`config.mk`:
```
export PLATFORM = sky130hd
export DESIGN_NAME = t_event_decoder
export DESIGN_NICKNAME = d
export VERILOG_FILES = /design/src/rtl/t_event_decoder.sv
export SDC_FILE = /design/constraint.sdc
export NUM_CORES = 1
export LEC_CHECK = 0
export CAP_MARGIN = 5
export CORE_UTILIZATION = 30
export CTS_BUF_LIST = sky130_fd_sc_hd__clkbuf_8 sky130_fd_sc_hd__clkbuf_16
export DETAILED_ROUTE_END_ITERATION = 8
export GPL_ROUTABILITY_DRIVEN = 0
export PLACE_DENSITY = 0.53
export SKIP_LAST_GASP = 1
export SLEW_MARGIN = 20
export SYNTH_ARGS = -nofsm -noshare
export SYNTH_HDL_FRONTEND = slang
export SYNTH_SLANG_ARGS = --single-unit
```
`constraint.sdc`:
```
create_clock -name clk -period 4.5 [get_ports clk]
set_clock_uncertainty 0.2 [all_clocks]
set_input_delay 0.45 -clock clk [delete_from_list [all_inputs] [get_ports clk]]
set_output_delay 0.45 -clock clk [all_outputs]
set_load 0.05 [all_outputs]
```
`src/rtl/t_event_decoder.sv`:
```
// Receive side of the toggle-encoded event link: synchronizes the toggle line,
// turns each level change into a one-cycle pulse and queues events behind valid/ready.
module t_event_decoder #(
    parameter int SYNC_STAGES = 2,
    parameter int CNT_W       = 4,
    parameter int TOT_W       = 8
) (
    input  logic             clk,
    input  logic             rst_n,
    input  logic             tog_in,
    input  logic             clr,
    input  logic             evt_ready,
    output logic             tog_level,
    output logic             evt_pulse,
    output logic             evt_valid,
    output logic [CNT_W-1:0] pend_cnt,
    output logic [TOT_W-1:0] evt_total,
    output logic             ovf
);

    localparam logic [CNT_W-1:0] PEND_MAX = '1;

    logic [SYNC_STAGES-1:0] sync_q;
    logic                   prev_q;
    logic [CNT_W-1:0]       pend_q, pend_d;
    logic [TOT_W-1:0]       tot_q, tot_d;
    logic                   ovf_q, ovf_d;
    logic                   inc, dec;

    // Synchronizer and edge-detect history run independently of clr.
    always_ff @(posedge clk or negedge rst_n) begin
        if (!rst_n) begin
            sync_q <= '0;
            prev_q <= 1'b0;
        end else begin
            sync_q <= {sync_q[SYNC_STAGES-2:0], tog_in};
            prev_q <= sync_q[SYNC_STAGES-1];
        end
    end

    assign tog_level = sync_q[SYNC_STAGES-1];
    assign evt_pulse = sync_q[SYNC_STAGES-1] ^ prev_q;
    assign evt_valid = (pend_q != '0);
    assign inc       = evt_pulse;
    assign dec       = evt_valid & evt_ready;

    always_comb begin
        pend_d = pend_q;
        tot_d  = tot_q;
        ovf_d  = ovf_q;
        if (clr) begin
            pend_d = '0;
            tot_d  = '0;
            ovf_d  = 1'b0;
        end else begin
            if (inc) begin
                tot_d = tot_q + TOT_W'(1);
            end
            // Simultaneous inc and dec cancel, so a saturated queue never overflows then.
            case ({inc, dec})
                2'b10: begin
                    if (pend_q == PEND_MAX) begin
                        ovf_d = 1'b1;
                    end else begin
                        pend_d = pend_q + CNT_W'(1);
                    end
                end
                2'b01:   pend_d = pend_q - CNT_W'(1);
                default: pend_d = pend_q;
            endcase
        end
    end

    always_ff @(posedge clk or negedge rst_n) begin
        if (!rst_n) begin
            pend_q <= '0;
            tot_q  <= '0;
            ovf_q  <= 1'b0;
        end else begin
            pend_q <= pend_d;
            tot_q  <= tot_d;
            ovf_q  <= ovf_d;
        end
    end

    assign pend_cnt  = pend_q;
    assign evt_total = tot_q;
    assign ovf       = ovf_q;

endmodule

```
# Word-level counts from Yosys, hierarchy flattened
# Index checks and enable logic that the tools add are counted.
dict set report op_classes {
  n_bitwise 2
  reduce_logical 7
  n_eq_ne 4
  n_mux 8
  addsub 3
}
# operator count
set op_table {}
lappend op_table {{8-bit 2-to-1 mux} 2}
lappend op_table {{8-bit by 1-bit adder with 8-bit output (second input constant)} 1}
lappend op_table {{4-bit 2-to-1 mux} 2}
lappend op_table {{4-bit one-hot mux with 2 select lines} 1}
lappend op_table {{2-bit nonzero test} 3}
lappend op_table {{4-bit by 1-bit adder with 4-bit output (second input constant)} 1}
lappend op_table {{4-bit equality test (second input constant)} 1}
lappend op_table {{2-bit AND reduction} 2}
lappend op_table {{4-bit nonzero test} 1}
lappend op_table {{4-bit by 1-bit subtractor with 4-bit output (second input constant)} 1}
lappend op_table {{1-bit 2-to-1 mux} 3}
lappend op_table {{3-bit != test (second input constant)} 1}
lappend op_table {{3-bit nonzero test} 1}
lappend op_table {{2-bit by 1-bit equality test with 1-bit output (second input constant)} 1}
lappend op_table {{2-bit equality test (second input constant)} 1}
lappend op_table {{1-bit bitwise AND} 1}
lappend op_table {{1-bit XOR} 1}
dict set report totals {
  regBits 16
  out_inout_bits 16
}

# Logic depth before layout (Yosys ltp)
dict set report logic_depth {
  ltp_word 5
  depth_mapped 8
  depth_no_buf 8
}

# Worst setup path after synthesis
# No wires, ideal clock.
dict set report synth_timing {
  path_type {register to register}
  startpoint {register sync_q[1]}
  endpoint {register pend_q[3], in the netlist pend_cnt[3]}
  path_slack_ns 1.286
  path_stages_with_launch 9
  t_required_ns 4.196
  synth_period_minus_slack_ns 3.214
  arrival_time_ns 2.911
  cell_sequence {dfrtp_1 -> xnor2_1 -> inv_2 -> nor2_1 -> ha_1 -> a21o_2 -> a2111oi_0 -> mux2i_1 -> o311ai_1}
}
dict set report synth_between {
  elab_chain_cells 4
  word_cells_on_any_way 8
  classes_between {eq/ne: 3; mux: 2; bitwise: 1; reduce/logical: 2}
}
# element line_no
set synth_rtl {}
lappend synth_rtl {{from (decl)} 23} ;# logic [SYNC_STAGES-1:0] sync_q;
lappend synth_rtl {{from (signal assigned)} 36} ;# sync_q <= {sync_q[SYNC_STAGES-2:0], tog_in};
lappend synth_rtl {{1-bit XOR *} 42} ;# assign evt_pulse = sync_q[SYNC_STAGES-1] ^ prev_q;
lappend synth_rtl {{net evt_pulse} 14} ;# output logic evt_pulse,
lappend synth_rtl {{2-bit by 1-bit equality test with 1-bit output or 2-bit equality test (tied branches)} 60} ;# case ({inc, dec})
lappend synth_rtl {{4-bit one-hot mux with 2 select lines, or another cell as far along} 60}
lappend synth_rtl {{4-bit 2-to-1 mux or 2-bit AND reduction (tied branches)} -}
lappend synth_rtl {{to (signal assigned)} 80} ;# pend_q <= pend_d;
lappend synth_rtl {{to (decl)} 25} ;# logic [CNT_W-1:0] pend_q, pend_d;
# The timed path passes the listed nets; every way through them passes the cells marked *.
# A chain may end at the register's enable or synchronous reset.

# Final worst setup path
dict set report layout_timing {
  startpoint {register sync_q[1]}
  endpoint {register pend_q[3], in the netlist pend_cnt[3]}
}
dict set report layout_between {
  elab_chain_cells 4
  word_cells_on_any_way 8
  classes_between {eq/ne: 3; mux: 2; bitwise: 1; reduce/logical: 2}
}
# element line_no
set layout_rtl {}
lappend layout_rtl {{1-bit XOR *} 42}
lappend layout_rtl {{2-bit by 1-bit equality test with 1-bit output or 2-bit equality test (tied branches)} 60}
lappend layout_rtl {{4-bit one-hot mux with 2 select lines, or another cell as far along} 60}
lappend layout_rtl {{4-bit 2-to-1 mux or 2-bit AND reduction (tied branches)} -}
# Mark *: on every way between the ends. The rest lies on a longest branch, timed or not.

==> run summary <==
Status: completed
FF-to-FF Start: sync_q[1]
Start point of the critical path: sync_q[1]
Buffers on Ports: 20
Non-filler cells, final: 132
Cts hold-fix bufs: 0
Final HPWL DP: 1212 um
CTS tree: done
Max_cap viols: 0
Avg Inst Size Synth: 10.72 sq um
Drt first pass iters: 4
Post-route clock period utilization: 72.42%
Power per cell area: 501.5 nW/um^2
Share of cells above drive strength 1: 9.804%
Vias in the first global route: 693
Area Overhead vs Synth: 34.12%
Pwr Total: 0.5697 mW
Total gr overflow: 0
RSZ-0062 raised after global routing: false
Fill count: 269
Syn_nets: 88
Net Sw Frac: 41.44%
Setup crit start kind: register
Layout net count: 112
Gate power share: 43.6%
Post-synth top area share: 47.27%
Total core area: 2567 sq um
Slew HR: 48.68%
Int Pwr: 0.3336 mW
Clock tree sinks: 16
Final setup viols: 0
Peak Freq: 306.8 MHz
Fin. max-slew vios: 0
DR WL/cell: 13.20 um
R2R Setup Slk: 1.24 ns
DIE AREA: 3040 sq um
Fin. Hold Viols: 0
Cell Rows: 18
Synth async-reset ratio: 100.0%
CP endpoint: pend_cnt[3]
Post-cts resize count: 0
CTS clk-pin slew, worst paths: 0.07 ns
Worst-margin pin slew: 0.7643 ns
Synth Register Bits: 16
H-tree levels: 1
Placed cells: 128
Reg2Reg Depth: 8
Initial antenna violation count: 0
Residual DRC: 0
Setup_tns: 0 ns
Crit path required time: 4.44 ns
Switch Pwr: 0.2361 mW
Io pins: 21
Sequential share of power: 34.3%
CP endpoint kind: register
Register area share after synthesis: 47.27%
Post-synth top cells: dfrtp_1, nor2_1, a21oi_1
CTS Buffer Depth: 2
Largest net degree at the start of global routing: 17
Mapped cell area: 847.1 sq um
CTS Buf Count: 3
Starting density of the core: 32.99%
Die Wd: 55.14 um
Via-to-Cell Ratio: 5.076
Yosys top cell by area: dfrtp_1
Ranking of synthesized cells by area: dfrtp_1, ha_1, nor2_1
Critical path fanouts, max: 10
Pleak: 0.4765 nW
Clock root buffer: clkbuf_8
Hold Path Class: register to register
Cells after Synth: 79
Final WL: 1742 um
Clock power share: 22.1%
Peak supply drop: 0.3835 mV
Final min period: 3.259 ns
First-pass GRT wire length: 2973 um
Crit path kind: register to register
Number of diodes: 0
Iteration-0 DRC Markers: 4
CP arrival: 3.20 ns
Post-CTS Setup Bufs: 0
RR Endpoint: pend_cnt[3]
Die height: 55.14 um
Commonest register cell after synthesis: dfrtp_1
Total GRT Usage: 13.83%
Most frequent cell after synthesis: dfrtp_1
Post-route ant nets: 0
Post-synth EDFFs: 0
Worst-Skew Late Latency: 0.24 ns
Yosys warns: 0
Vias: 670
Synth unique cells: 33
-- cells in the final DEF, fill, tap and decap left out --
master           instances
clkdlybuf4s50_1         20
dfrtp_1                 16
nor2_1                  10
a21oi_1                  5
xor2_1                   4
nand2_1                  4
clkbuf_8                 4
xnor2_1                  3
nand4_1                  3
o21ai_0                  3
nor3_1                   3
ha_1                     3
nand3_1                  2
mux2i_1                  2
inv_2                    1
o41ai_4                  1
or4_2                    1
or3_1                    1
and2_1                   1
o311a_2                  1
inv_1                    1
and3_4                   1
nor2b_1                  1
o41ai_1                  1
nor3b_1                  1
a21o_2                   1
nand2b_1                 1
or4b_1                   1
a211oi_1                 1
a2111oi_0                1
o311ai_1                 1
and3_1                   1
nor4bb_1                 1
fa_1                     1
-- logic make-up after synthesis --
logic type | after synthesis | share of synthesized area (%)
adders and majority gates | 4 | 6.795
AOI/OAI and AO/OA | 15 | 14.33
and+or+nand+nor | 32 | 20.68
DFF | 16 | 47.27
buffers and inverters | 3 | 1.328
muxes | 2 | 2.363
xor gates and xnor gates | 7 | 7.238
-- metal layers --
metal | vias up | GRT usage [%] | wire (um)
met4 | 0 | 3.750 | 0
li1 | 332 | - | -
met3 | 0 | 3.825 | 91
met1 | 318 | 18.14 | 903
met2 | 20 | 22.29 | 747
met5 | - | 0 | 0
-- worst min path at each step --
| stage | startpoint | to | depth (start not counted) |
|---|---|---|---|
| floorplan | rst_n | evt_total[0] | 0 |
| global placement | sync_q[0] | sync_q[1] | 0 |
| detailed placement | sync_q[0] | sync_q[1] | 0 |
| CTS | sync_q[0] | sync_q[1] | 0 |
| global route | sync_q[0] | sync_q[1] | 0 |
| finish | sync_q[0] | sync_q[1] | 0 |
-- sequential cells by signal (all words and copies together) (netlist names) --
register	cells
evt_total	8
pend_cnt	4
sync_q	2
ovf	1
prev_q	1
-- power groups by stage --
| stage | logic, mW | clock network, mW | registers (mW) |
|---|---|---|---|
| after floorplan | 0.126 | 0 | 0.244 |
| after global placement | 0.244 | 0 | 0.198 |
| after detailed placement | 0.247 | 0 | 0.197 |
| after CTS | 0.249 | 0.130 | 0.195 |
| after global routing | 0.269 | 0.135 | 0.200 |
| final | 0.248 | 0.126 | 0.195 |
-- cell type report --
cell class | count | area [sq um] | share of cell area, %
repair buffers | 20 | 200.2 | 17.62
flip-flops and latches | 16 | 400.4 | 35.24
inverters | 2 | 7.507 | 0.6608
multi-input cells | 60 | 435.4 | 38.33
well taps | 30 | 37.54 | 3.304
clock buffers | 4 | 55.05 | 4.846
-- metrics by stage --
stage	hold slack (ns)	utilization [%]	worst slack [ns]	area, sq um
floorplan	-0.04559	-	1.286	847.1
global placement	0.1375	42.11	1.482	1081
detailed placement	0.1379	42.11	1.270	1081
CTS	0.1592	44.25	1.249	1136
global route	0.1596	44.25	1.004	1136
finish	0.1556	44.25	1.241	1136
-- worst max-delay path, cell delays in order, from the launching register on --
cell and delay, ns:
dfrtp_1 0.40, xnor2_1 0.62, inv_2 0.20, nor2_1 0.50, ha_1 0.34, a21o_2 0.23, a2111oi_0 0.40, mux2i_1 0.15
o311ai_1 0.10
Power figures use the tool's default switching activity.
